$ cat src/rtl/dmem_req_ctrl.sv
// Data-memory request controller: a CPU-side request port with a posted
// write buffer (FIFO of addr/data pairs), store-to-load forwarding from the
// buffer, and a small read FSM that issues misses to a fixed-latency memory.
// Writes drain to memory one per cycle whenever the controller is idle and
// no read miss is being started.
module dmem_req_ctrl #(
  parameter int READ_LAT   = 1,
  parameter int WBUF_DEPTH = 4
) (
  input  logic        clk,
  input  logic        reset,
  input  logic        req_valid,
  output logic        req_ready,
  input  logic        req_rw,
  input  logic [31:0] req_addr,
  input  logic [31:0] req_wdata,
  output logic        resp_valid,
  output logic [31:0] resp_data,
  output logic        wbuf_empty,
  output logic [31:0] mem_addr,
  output logic        mem_enable,
  output logic [31:0] mem_dataIn,
  output logic        mem_readwrite,
  input  logic [31:0] mem_dataOut
);

  // Pointer width is kept at least one bit so a single-entry buffer still
  // has a legal pointer register; the count needs one extra bit for "full".
  localparam int PW = (WBUF_DEPTH > 1) ? $clog2(WBUF_DEPTH) : 1;
  localparam int CW = $clog2(WBUF_DEPTH) + 1;

  localparam logic [1:0] S_IDLE     = 2'd0;
  localparam logic [1:0] S_RD_ISSUE = 2'd1;
  localparam logic [1:0] S_RD_WAIT  = 2'd2;
  localparam logic [1:0] S_RD_DONE  = 2'd3;

  localparam logic [CW-1:0] FULL_CNT  = CW'(WBUF_DEPTH);
  localparam logic [PW-1:0] LAST_PTR  = PW'(WBUF_DEPTH - 1);
  localparam logic [2:0]    WAIT_LAST = (READ_LAT > 1) ? 3'(READ_LAT - 2) : 3'd0;

  logic [1:0]    r_state;
  logic [CW-1:0] r_count;
  logic [PW-1:0] r_wrPtr;
  logic [PW-1:0] r_rdPtr;
  logic [31:0]   r_bufAddr [WBUF_DEPTH];
  logic [31:0]   r_bufData [WBUF_DEPTH];
  logic [31:0]   r_rdAddr;
  logic [2:0]    r_waitCnt;
  logic          r_respValid;
  logic [31:0]   r_respData;

  logic          w_full;
  logic          w_empty;
  logic          w_accept;
  logic          w_push;
  logic          w_readReq;
  logic          w_readMiss;
  logic          w_drain;
  logic          w_hit;
  logic [31:0]   w_hitData;

  assign w_full     = (r_count == FULL_CNT);
  assign w_empty    = (r_count == '0);
  assign req_ready  = (r_state == S_IDLE) && !w_full;
  assign w_accept   = req_valid && req_ready;
  assign w_push     = w_accept && req_rw;
  assign w_readReq  = w_accept && !req_rw;
  assign w_readMiss = w_readReq && !w_hit;
  assign w_drain    = (r_state == S_IDLE) && !w_empty && !w_readMiss;

  assign wbuf_empty = w_empty;
  assign resp_valid = r_respValid;
  assign resp_data  = r_respData;

  // Forwarding search: walk the valid entries oldest to youngest so the last
  // match found is the youngest one; the head is included even if it drains now.
  always_comb begin
    w_hit     = 1'b0;
    w_hitData = '0;
    for (int i = 0; i < WBUF_DEPTH; i++) begin
      if (i < int'(r_count)) begin
        if (r_bufAddr[PW'((int'(r_rdPtr) + i) % WBUF_DEPTH)] == req_addr) begin
          w_hit     = 1'b1;
          w_hitData = r_bufData[PW'((int'(r_rdPtr) + i) % WBUF_DEPTH)];
        end
      end
    end
  end

  // Memory port: the read strobe in RD_ISSUE, otherwise a drain of the head entry.
  always_comb begin
    mem_enable    = 1'b0;
    mem_readwrite = 1'b0;
    mem_addr      = '0;
    mem_dataIn    = '0;
    if (r_state == S_RD_ISSUE) begin
      mem_enable = 1'b1;
      mem_addr   = r_rdAddr;
    end else if (w_drain) begin
      mem_enable    = 1'b1;
      mem_readwrite = 1'b1;
      mem_addr      = r_bufAddr[r_rdPtr];
      mem_dataIn    = r_bufData[r_rdPtr];
    end
  end

  // Buffer storage needs no reset: an entry is only ever read while the count covers it.
  always_ff @(posedge clk) begin
    if (w_push) begin
      r_bufAddr[r_wrPtr] <= req_addr;
      r_bufData[r_wrPtr] <= req_wdata;
    end
  end

  // FIFO pointers and occupancy; a simultaneous push and pop leaves the count alone.
  always_ff @(posedge clk or negedge reset) begin
    if (!reset) begin
      r_wrPtr <= '0;
      r_rdPtr <= '0;
      r_count <= '0;
    end else begin
      if (w_push) begin
        r_wrPtr <= (r_wrPtr == LAST_PTR) ? '0 : r_wrPtr + PW'(1);
      end
      if (w_drain) begin
        r_rdPtr <= (r_rdPtr == LAST_PTR) ? '0 : r_rdPtr + PW'(1);
      end
      if (w_push && !w_drain) begin
        r_count <= r_count + CW'(1);
      end else if (!w_push && w_drain) begin
        r_count <= r_count - CW'(1);
      end
    end
  end

  // Read-miss FSM: issue for one cycle, wait out the remaining latency, then capture.
  always_ff @(posedge clk or negedge reset) begin
    if (!reset) begin
      r_state   <= S_IDLE;
      r_rdAddr  <= '0;
      r_waitCnt <= '0;
    end else begin
      case (r_state)
        S_IDLE: begin
          if (w_readMiss) begin
            r_state  <= S_RD_ISSUE;
            r_rdAddr <= req_addr;
          end
        end
        S_RD_ISSUE: begin
          r_waitCnt <= '0;
          r_state   <= (READ_LAT == 1) ? S_RD_DONE : S_RD_WAIT;
        end
        S_RD_WAIT: begin
          if (r_waitCnt == WAIT_LAST) begin
            r_state <= S_RD_DONE;
          end else begin
            r_waitCnt <= r_waitCnt + 3'd1;
          end
        end
        S_RD_DONE: begin
          r_state <= S_IDLE;
        end
        default: begin
          r_state <= S_IDLE;
        end
      endcase
    end
  end

  // Response register: forwarded hits and completed misses both pulse one cycle later.
  always_ff @(posedge clk or negedge reset) begin
    if (!reset) begin
      r_respValid <= 1'b0;
      r_respData  <= '0;
    end else begin
      r_respValid <= 1'b0;
      if (w_readReq && w_hit) begin
        r_respValid <= 1'b1;
        r_respData  <= w_hitData;
      end else if (r_state == S_RD_DONE) begin
        r_respValid <= 1'b1;
        r_respData  <= mem_dataOut;
      end
    end
  end

endmodule

$ cat config.mk
export PLATFORM = sky130hd
export DESIGN_NAME = dmem_req_ctrl
export DESIGN_NICKNAME = d
export VERILOG_FILES = /design/src/rtl/dmem_req_ctrl.sv
export SDC_FILE = /design/constraint.sdc
export NUM_CORES = 1
export LEC_CHECK = 0
export BUFFER_PORTS_ARGS = -buffer_cell sky130_fd_sc_hd__buf_4
export CORE_ASPECT_RATIO = 0.7
export CORE_MARGIN = 1
export CORE_UTILIZATION = 25
export CTS_CLUSTER_SIZE = 20
export DETAILED_ROUTE_END_ITERATION = 7
export PLACE_DENSITY = 0.45
export REMOVE_ABC_BUFFERS = 1
export SLEW_MARGIN = 20
export SYNTH_ARGS = -nofsm -noshare
export SYNTH_HDL_FRONTEND = slang
export SYNTH_SLANG_ARGS = --single-unit
$ cat constraint.sdc
create_clock -name clk -period 11.8 [get_ports clk]
set_input_delay 3.54 -clock clk [delete_from_list [all_inputs] [get_ports clk]]
set_output_delay 3.54 -clock clk [all_outputs]
set_load 0.05 [all_outputs]
After elaboration in Yosys (flattened, before gate mapping)
Memories as Yosys holds them, arrays and structs flattened.
Index checks and enable logic that the tools add are counted.
Word-level totals
  memory bits (writable): 256
  bits in registers: 77
  word-level logic and storage cells: 99
  output and inout bits: 101
  memories: 2
  bits of input ports: 100
Cells by class
  equal/unequal tests: 13
  order comparisons: 4
  mux-type cells: 38
  reductions and logical operators: 26
  add/sub/neg operators: 8
Memories
  r_bufAddr: depth 4, width 32, rd ports 4, clocked after Yosys merged registers in 0, wr ports 1, line 45  | logic [31:0] r_bufAddr [WBUF_DEPTH];
  r_bufData: depth 4, width 32, rd ports 4, clocked after Yosys merged registers in 0, wr ports 1, line 46  | logic [31:0] r_bufData [WBUF_DEPTH];
Operators by type and width (count)
  32-bit two-way mux: 14
  32-bit equality test: 4
  1-bit two-way mux: 15
  1-bit logical AND: 10
  3-bit two-way mux: 3
  2-bit equality test, second input constant: 4
  2-bit two-way mux: 4
  2-bit one-hot mux with 4 select lines: 1
  1-bit logical NOT: 7
  2-bit by 1-bit adder with 2-bit output, second input constant: 3
  3-bit by 1-bit adder with 3-bit output, second input constant: 2
  3-bit logical NOT: 2
  1-bit by 3-bit less-than comparator with 1-bit output, first input constant: 2
  2-bit by 3-bit less-than comparator with 1-bit output, first input constant: 2
  2-bit inequality test, second input constant: 3
  3-bit one-hot mux with 2 select lines: 1
  2-bit AND reduction: 3
  2-bit nonzero test: 3
  2-bit adder, second input constant: 2
  3-bit equality test, second input constant: 1
  3-bit by 1-bit subtractor with 3-bit output, second input constant: 1
  2-bit by 1-bit equality test with 1-bit output, second input constant: 1
  2-bit logical NOT: 1

Longest topological paths before layout
An unclocked memory read counts as a cell.
  depth in word-level cells: 17
  mapped depth: 17
  gate-level depth less buffers: 13

Least setup slack after synthesis
Ideal clock, no wire load.
  path kind: input port to output port
  start point: in req_addr[17]
  end point: out mem_addr[0]
  arrival time: 6.598 ns
  path slack: 1.662 ns
  path buffers: 3
  stages: 11
  path through: clkbuf_1 a221oi_1 o21ba_2 or4_1 or4b_1 o21ai_1 nor4_2 or2_1 buf_2 buf_2 o21ai_1
Between the ends
  word-level cells in the longest chain between the ends: 15
  elaborated cells on any way between the ends: 18
  those cells by class: eq/ne (4); mux (10); reduce/logical (4)
RTL lines
  start: declaration: line 15  | input logic [31:0] req_addr,
  32-bit equality test: line 82  | if (r_bufAddr[PW'((int'(r_rdPtr) + i) % WBUF_DEPTH)] == req_addr) begin
  1-bit two-way mux: line 82
  1-bit two-way mux: line 81  | if (i < int'(r_count)) begin
  1-bit two-way mux: line 82
  1-bit two-way mux: line 81
  1-bit two-way mux: line 82
  1-bit two-way mux: line 81
  1-bit two-way mux: line 82
  1-bit two-way mux (*): line 81
  1-bit logical NOT (*): line 68  | assign w_readMiss = w_readReq && !w_hit;
  1-bit logical AND (*): line 68
  1-bit logical NOT (*): line 69  | assign w_drain = (r_state == S_IDLE) && !w_empty && !w_readMiss;
  1-bit logical AND (*): line 69
  32-bit two-way mux (*): line 99  | end else if (w_drain) begin
  32-bit two-way mux (*): line 96  | if (r_state == S_RD_ISSUE) begin
  end: declaration: line 20  | output logic [31:0] mem_addr,
Mark *: on every way between the ends. The rest lies on a longest branch, timed or not.

Final worst setup path
  start point: in req_addr[29]
  end point: out mem_addr[15]
The elaborated chain is that of the path after synthesis.

==> results.sh <==
export IMPL_cts_clk_slew_worst_paths_ns=0.06
export IMPL_status="finished, final reports clean"
export IMPL_worst_pin_slew_ns=1.007
export IMPL_ir_worst_vdd_mv=0.2831
export IMPL_grt_pass1_vias=14726
export IMPL_async_flop_share_pct=23.12
export IMPL_synth_compound_gate_area_share_pct=8.765
export IMPL_routed_wl_um=69380
export IMPL_placed_area_um2=23410
export IMPL_postSynthAreaPerCell_um2=13.00
export IMPL_rsz0062_at_grt="false"
export IMPL_nets=1850
export IMPL_globalplace_congestion=0.8089
export IMPL_synth_adder_area_share_pct=1.016
export IMPL_path_class="primary input to output pin"
export IMPL_tritoncts="built"
export IMPL_syn_inst=1611
export IMPL_clkLatencyLatePin_ns=0.59
export IMPL_synth_top_area_cell="edfxtp_1"
export IMPL_maxCapViolCount=0
export IMPL_setup_viol=0
export IMPL_power_w=0.006723
export IMPL_track_usage_pct=16.15
export IMPL_grt_max_degree=66
export IMPL_cts_max_level=2
export IMPL_ys_warn_count=0
export IMPL_synth_top_family_by_area="multiplexers"
export IMPL_ys_types=69
export IMPL_clock_root_buffer="clkbuf_16"
export IMPL_overflow=0
export IMPL_antenna_left=0
export IMPL_fp_dieW_um=347.9
export IMPL_synth_edf_count=256
export IMPL_final_util_pct=30.01
export IMPL_die_h_um=244.1
export IMPL_period_needed_ns=10.83
export IMPL_ys_flop_type="edfxtp_1"
export IMPL_grt_antenna_before_repair=3
export IMPL_cts_buffer_depth=3
export IMPL_initial_core_util_pct=25.33
export IMPL_crit_required_ns=8.26
export IMPL_timing_final_crit_share_pct=91.82
export IMPL_synth_xor_area_share_pct=4.224
export IMPL_cts_buffers_inserted=42
export IMPL_synth_top_area_share_pct=36.71
export IMPL_end_kind="output pin"
export IMPL_reg2regPathDepth=12
export IMPL_worstHoldPathCells=1
export IMPL_yosysMostFrequentCell="edfxtp_1"
export IMPL_drive_above_1_share_pct=29.32
export IMPL_syn_area_um2=20940
export IMPL_yosys_area_share_simple_pct=7.062
export IMPL_drc=0
export IMPL_drt_pass1_iterations=5
export IMPL_totalNegativeSetupSlack_ns=0
export IMPL_slew_violations=0
export IMPL_synthTopCellsByCount="256 x edfxtp_1, 185 x mux2i_1, 142 x mux4_2, 105 x nand2_1, 87 x nor2_1"
export IMPL_syn_to_final_growth_pct=18.50
export IMPL_via_per_inst=5.057
export IMPL_path_max_fanout=24
export IMPL_holdBufCountCts=0
export IMPL_skew_ns=0.03109
export IMPL_critical_path_arrival_ns=7.29
export IMPL_grt_pass1_wl_um=101600
export IMPL_pwr_density_cell_nw_per_um2=270.9
export IMPL_ys_ff_latch=333
export IMPL_start_kind="primary input"
export IMPL_worst_slack_ns=0.9652
export IMPL_io_buffer_count=200
export IMPL_cts_sinks=333
export IMPL_vias=14629
export IMPL_synth_mux_area_fraction_pct=29.06
export IMPL_cts_setup_buffers=0
export IMPL_relSlewSlack_pct=30.91
export IMPL_worstReg2RegStart="r_rdPtr[0]"
export IMPL_fmax_mhz=92.30
export IMPL_hold_class="flip-flop to flip-flop"
export IMPL_drt_iter0_drc=1166
export IMPL_place_hpwl_um=46010
export IMPL_netlist_top_cells_area="edfxtp_1 37%, mux4_2 15%, dfrtp_1 9.2%"
export IMPL_cts_resized=0
export IMPL_p_leak_nw=8.644
export IMPL_reg2reg_slack_ns=5.41
export IMPL_ios=201
export IMPL_place_ws_ns=0.9847
export IMPL_dieArea_um2=84940
export IMPL_rows=88
export IMPL_wl_per_cell_um=23.98
export IMPL_final_cell_area_um2=24820
export IMPL_hold_viol=0
export IMPL_ys_seq_area_share_pct=45.91
export IMPL_fp_coreArea_um2=82690
export IMPL_hp_start="r_rdAddr[23]"
export IMPL_holdPathEnd="r_rdAddr[23]"
export IMPL_r2r_end="resp_data[25]"
export IMPL_fill_cells=8323
==> cell type report <==
class | count | area [um2] | area share (%)
inverters | 28 | 107.6 | 0.4336
flip-flops and latches | 333 | 9622 | 38.77
clock buffers | 54 | 1136 | 4.578
multi-input cells | 1101 | 10530 | 42.44
well taps | 1125 | 1408 | 5.672
repair buffers | 227 | 1742 | 7.018
clock inverters | 24 | 266.5 | 1.074
diodes | 1 | 2.502 | 0.01008
==> flip-flops by register name, summed over array words and instances, names as in the netlist <==
register	flops
r_waitCnt	3
r_bufAddr	128
resp_valid	1
r_wrPtr	2
r_rdPtr	2
r_bufData	128
r_rdAddr	32
resp_data	32
r_count	3
r_state	2
==> cells by family after synthesis <==
group	Yosys count
simple gates	312
fa+ha+maj	17
compound gates	252
flops	333
mux	419
buf+inv	177
xor+xnor	101
==> report_power, final <==
| part | switching [W] | leakage (nW) | internal (W) |
|---|---|---|---|
| Combinational | 0.00223 | 4.73 | 0.00156 |
| Sequential | 0.000179 | 3.23 | 0.00143 |
| Clock | 0.000555 | 0.691 | 0.000776 |
==> per-layer routing <==
layer  vias to the layer above  wire length [um]  GRT usage, %
li1                       6531                 -             -
met1                      7624             34330         24.19
met2                       401             29900         23.69
met3                        71              4108         3.332
met4                         2              1028         3.434
met5                         -                13             0
==> worst max-delay path by stage <==
stage                      start      endpoint  slack, ns  cells past startpoint
CTS                  req_addr[5]  mem_addr[15]       0.97                     12
global route        req_addr[29]  mem_addr[15]       0.75                     11
finish              req_addr[29]  mem_addr[15]       0.97                     11
floorplan             r_rdPtr[0]  mem_addr[13]     -10.73                     11
global placement    req_addr[29]  mem_addr[15]       1.04                     11
detailed placement  req_addr[29]  mem_addr[15]       0.98                     11
==> worst max-delay path, stage by stage <==
cell	delay, ns
buf_4	0.16
xnor2_1	0.46
nand4_1	0.20
or4_1	0.42
or4b_2	0.66
o21ai_1	0.21
nor4_4	0.09
or2_2	0.54
clkinv_2	0.48
a32o_1	0.28
buf_4	0.21
==> cells in the final DEF, fill, tap and decap left out, types with 4 or more instances in the layout <==
master	instances
edfxtp_1	256
buf_4	224
mux2i_1	185
mux4_2	142
nand2_1	105
nor2_1	87
xnor2_1	84
dfrtp_1	75
o211ai_1	65
mux2_2	55
o21ai_0	47
clkbuf_16	42
mux2_1	37
nor3_1	34
a31o_1	32
or2_1	28
inv_1	25
a22o_1	21
nand4_1	17
xor2_1	17
o22ai_1	15
ha_1	15
clkinv_2	13
o21ai_1	11
a21oi_1	11
or2_2	9
a221oi_1	8
clkbuf_1	8
or4_1	5
nor2b_1	4
nand3_1	4
a32o_1	4
and2_4	4
clkbuf_8	4
bufinv_16	4
==> through the flow <==
stage / instances / hold WS, ns
after CTS: 2892 / 0.4889
after global routing: 2893 / 0.5024
final: 2893 / 0.4878
after global placement: 2814 / 0.4688
after floorplan: 1462 / 0.4585
after detailed placement: 2814 / 0.4758
(Power assumes the default switching activity.)
